File: config.mk
export PLATFORM = sky130hd
export DESIGN_NAME = mul_issue_ctrl
export DESIGN_NICKNAME = d
export VERILOG_FILES = /design/src/rtl/mul_issue_ctrl.sv
export SDC_FILE = /design/constraint.sdc
export NUM_CORES = 1
export LEC_CHECK = 0
export CAP_MARGIN = 25
export CORE_MARGIN = 2
export CORE_UTILIZATION = 40
export CTS_CLUSTER_SIZE = 40
export DETAILED_ROUTE_END_ITERATION = 16
export PLACE_DENSITY = 0.85
export REMOVE_ABC_BUFFERS = 1
export SLEW_MARGIN = 20
export SYNTH_ARGS = -nofsm -noshare
export SYNTH_HDL_FRONTEND = slang
export SYNTH_SLANG_ARGS = --single-unit
File: constraint.sdc
create_clock -name mul_clk -period 6.2 [get_ports mul_clk]
set_input_delay 1.86 -clock mul_clk [delete_from_list [all_inputs] [get_ports mul_clk]]
set_output_delay 1.86 -clock mul_clk [all_outputs]
set_load 0.02 [all_outputs]
File: src/rtl/mul_issue_ctrl.sv
// Issue control for the 2-stage multiplier: drives the operands, selects the product half, and queues results.
// Optional MUL_STAT_CNT_EN adds a stat_cnt output that counts result pops.
module mul_issue_ctrl #(
    parameter int TAG_W  = 5,
    parameter int QDEPTH = 2
) (
    input  logic             mul_clk,
    input  logic             reset,
    input  logic             in_valid,
    output logic             in_ready,
    input  logic [1:0]       in_op,
    input  logic [31:0]      in_src1,
    input  logic [31:0]      in_src2,
    input  logic [TAG_W-1:0] in_tag,
    input  logic             flush,
    output logic [31:0]      mul_x,
    output logic [31:0]      mul_y,
    output logic             mul_signed,
    output logic             mul_resetn,
    input  logic [63:0]      mul_result,
    output logic             out_valid,
    input  logic             out_ready,
    output logic [31:0]      out_data,
    output logic [TAG_W-1:0] out_tag
`ifdef MUL_STAT_CNT_EN
    ,
    output logic [31:0]      stat_cnt
`endif
);

    logic                       s1_valid_q, s1_valid_d;
    logic [1:0]                 s1_op_q, s1_op_d;
    logic [TAG_W-1:0]           s1_tag_q, s1_tag_d;
    logic [1:0][31:0]           q_data_q, q_data_d;
    logic [1:0][TAG_W-1:0]      q_tag_q, q_tag_d;
    logic [1:0]                 q_cnt_q, q_cnt_d;
    logic [1:0]                 cnt_after;
    logic [2:0]                 occ;
    logic                       fire, pop, push;
    logic [31:0]                sel_data;

    assign mul_resetn = ~reset;
    assign out_valid  = (q_cnt_q != 2'd0);
    assign out_data   = q_data_q[0];
    assign out_tag    = q_tag_q[0];

    always_comb begin
        pop      = out_valid && out_ready;
        push     = s1_valid_q;
        // Ready counts the slot freed by this cycle's pop, so S1 never finds the queue full.
        occ      = {2'b00, s1_valid_q} + {1'b0, q_cnt_q};
        in_ready = (occ - {2'b00, pop}) < 3'(QDEPTH);
        fire     = in_valid && in_ready && !flush && !reset;

        mul_x      = fire ? in_src1 : 32'd0;
        mul_y      = fire ? in_src2 : 32'd0;
        mul_signed = fire && (in_op == 2'b01);

        sel_data = (s1_op_q == 2'b01 || s1_op_q == 2'b10) ? mul_result[63:32] : mul_result[31:0];

        s1_valid_d = fire;
        s1_op_d    = fire ? in_op  : s1_op_q;
        s1_tag_d   = fire ? in_tag : s1_tag_q;
        q_data_d   = q_data_q;
        q_tag_d    = q_tag_q;
        q_cnt_d    = q_cnt_q;
        cnt_after  = q_cnt_q - {1'b0, pop};

        if (flush) begin
            q_cnt_d = 2'd0;
        end else begin
            if (pop) begin
                q_data_d[0] = q_data_q[1];
                q_tag_d[0]  = q_tag_q[1];
            end
            if (push) begin
                q_data_d[cnt_after[0]] = sel_data;
                q_tag_d[cnt_after[0]]  = s1_tag_q;
            end
            q_cnt_d = cnt_after + {1'b0, push};
        end
    end

    always_ff @(posedge mul_clk or posedge reset) begin
        if (reset) begin
            s1_valid_q <= 1'b0;
            s1_op_q    <= 2'b00;
            s1_tag_q   <= '0;
            q_data_q   <= '0;
            q_tag_q    <= '0;
            q_cnt_q    <= 2'd0;
        end else begin
            s1_valid_q <= s1_valid_d;
            s1_op_q    <= s1_op_d;
            s1_tag_q   <= s1_tag_d;
            q_data_q   <= q_data_d;
            q_tag_q    <= q_tag_d;
            q_cnt_q    <= q_cnt_d;
        end
    end

`ifdef MUL_STAT_CNT_EN
    logic [31:0] stat_cnt_q, stat_cnt_d;

    always_comb stat_cnt_d = stat_cnt_q + {31'd0, pop};

    always_ff @(posedge mul_clk or posedge reset) begin
        if (reset) stat_cnt_q <= 32'd0;
        else       stat_cnt_q <= stat_cnt_d;
    end

    assign stat_cnt = stat_cnt_q;
`endif

endmodule

==> results.md <==
- Non-filler cells, final: 806
- Hold path startpoint: q_tag_q[6]$_DFFE_PP0P_
- CTS max path bufs: 2
- Outcome: complete, no violations
- Initial antenna violation count: 0
- Layout cells sized above 1: 0.0709
- Via density: 4.97
- Area grow syn2layout: 56.2%
- Tcrit/Tclk final: 0.984
- Total GRT Usage: 0.211
- Core Area: 0.0113 mm²
- RePlAce Congestion: 0.858
- Worst Path Required: 4.34 ns
- Worst Hold Class: flop to flop
- Row Count: 39
- HPWL Detailed: 9910 µm
- Final setup fails: 0
- Worst reg-to-reg path cell count: 8
- DR DRC count: 0
- DR iter-0 viols: 129
- Adder-cell share of the synthesized area: 0.00986
- Vias: 4007
- Ys Warns: 0
- Placed cells: 789
- Most frequent cells in the layout: 179 x clkdlybuf4s50_1, 84 x dfrtp_1, 65 x and2_1
- H-tree depth: 3
- Routed length per instance: 15.9 µm
- Post-CTS sizing: 65
- Largest family of logic cells by synthesized area: simple AND/OR/NAND/NOR gates
- Ports: 245
- Total gr overflow: 0
- Avg Synthesized Cell Area: 9.97 µm²
- CTS tree: built
- Global-route wire length before repair: 20900 µm
- Final worst slack: 0.100 ns
- Hold path endpoint: out_tag[1]$_DFFE_PP0N_
- Post-synthesis cell count: 458
- Hold Fails Final Rpt: 0
- Max Cap Viol: 0
- TritonCTS Buffers: 9
- Max Slew Vio Count: 0
- Setup bufs post-CTS: 0
- Number of nets with antenna violations after routing: 0
- Critical path endpoint category: output port
- Clock skew: 0.00643 ns
- Synth unique cells: 30
- Largest net degree at the start of global routing: 85
- Compound-Gate Fraction of Synth Area: 0.116
- Pre-CTS setup slack: -0.178 ns
- CP max FO: 33
- Synth Area in XOR/XNOR: 0.0112
- Post-route minimum period: 6.10 ns
- Max Fclk: 0.164 GHz
- Leakage: 3.47 nW
- CTS clk-pin slew, worst paths: 0.06 ns
- Die height: 111 µm
- ANT cells: 0
- Hold buffers post-CTS: 0
- Synthesized flop and latch total: 84
- Crit Path Category: input pin to output port
- Vias in the first global route: 4333
- Fraction of the mapped netlist area in simple logic gates: 0.173
- CP startpoint kind: input pin
- Die area: 0.0123 mm²
- Worst-Skew Late Latency: 0.33 ns
- Worst Path Arrival: 4.24 ns
- Root Driver: clkbuf_16
- Cell area after synthesis: 0.00457 mm²
- Port Buf Inserts: 244
- Worst-Margin Slew: 0.793 ns
- Reg-to-Reg Start: q_cnt_q[1]$_DFF_PP0_
- Commonest non-fill, non-tap cell in the layout: clkdlybuf4s50_1
- Peak supply drop: 0.228 mV
- Final Util: 0.633
- Pwr Density: 442 mW/mm²
- Die width: 111 µm
- RSZ-0062 raised after global routing: no
- R2r setup slk: 2.92 ns
- Starting density of the core: 0.405
- Multiplexer area fraction after synthesis: 0.103
- WL final: 12800 µm
- WHS Path Cells: 1
- DRT Pass-1 Iters: 5
- R2R Path End: out_data[21]$_DFFE_PP0N_
- Sequential-to-total area share from yosys stat: 0.460
- Clock sink total: 84
- Nets@finish: 801
- Max_slew headroom: 0.472
-- final cells by class --
type,count,area (µm²)
clock inverter,4,48.8
multi-input combinational,269,1910
timing repair buffer,257,2510
clock buffer,12,246
fill,948,4140
inverter,37,140
tap,143,179
sequential,84,2100
-- per-stage QoR --
stage | power [mW] | hold WS (ns) | TNS, ns | area, µm²
final | 3.15 | 0.498 | 0 | 7140
after global routing | 3.35 | 0.529 | 0 | 7140
after CTS | 3.18 | 0.502 | 0 | 7100
after detailed placement | 2.69 | 0.488 | -8.46 | 6890
after global placement | 2.61 | 0.484 | -3.79 | 6890
after floorplan | 1.95 | 0.475 | -0.267 | 4120
-- synthesized netlist by cell type, drive strengths merged --
cell	number	area, µm²
a21o	1	7.51
a21oi	32	160
a221o	5	50.1
a221oi	32	280
a31oi	1	21.3
and2	70	438
and3b	2	17.5
and4	1	8.76
buf	54	390
clkbuf	14	52.6
dfrtp	84	2100
fa	1	20.0
ha	2	25.0
inv	37	139
mux2	12	150
mux2i	32	320
nand2	1	3.75
nor2	36	135
nor2b	1	6.26
nor3	32	160
nor3b	1	12.5
o21ai	1	8.76
or2	1	6.26
xnor2	3	33.8
xor2	2	17.5
-- logic make-up after synthesis --
family          Yosys count
fa+ha+maj                 3
xor+xnor                  5
compound gates           72
mux                      44
simple gates            145
flops                    84
buf+inv                 105
-- registers in the layout, summed over array words and instances (netlist names) --
name      flops
q_data_q     32
s1_op_q       2
out_tag       5
out_data     32
s1_tag_q      5
q_cnt_q       2
q_tag_q       5
push          1
-- power by group --
| part | leakage [nW] | internal (mW) | total [mW] | switching [mW] |
|---|---|---|---|---|
| logic | 2.31 | 0.806 | 1.65 | 0.840 |
| clock network | 0.147 | 0.323 | 0.529 | 0.206 |
| registers | 1.01 | 0.816 | 0.977 | 0.161 |
| total | 3.47 | 1.94 | 3.15 | 1.21 |
-- worst max-delay path by stage --
stage | cells past startpoint | to | slack, ns | start
after CTS | 10 | mul_y[8] | 0.09 | out_ready
after detailed placement | 10 | mul_y[8] | -0.18 | out_ready
after floorplan | 6 | mul_signed | -0.06 | out_ready
after global placement | 10 | mul_x[20] | -0.11 | out_ready
final | 10 | mul_y[8] | 0.10 | out_ready
after global routing | 10 | mul_y[8] | 0.01 | out_ready
-- worst max-delay path, stage by stage --
cell and delay [ns]:
clkdlybuf4s50_1 0.45, buf_4 0.17, o21ai_4 0.05, nor2_1 0.07, fa_1 0.41, xnor2_1 0.20
and4_2 0.33, buf_12 0.17, and2_1 0.17, dlygate4sd2_1 0.35
-- per-layer routing --
layer,part of all wire,global-route usage,wire length [µm]
met5,0,0,0
met4,0.031,0.0900,404
met3,0.068,0.0519,868
met2,0.54,0.408,6960
met1,0.36,0.212,4600
(Power assumes the default switching activity.)
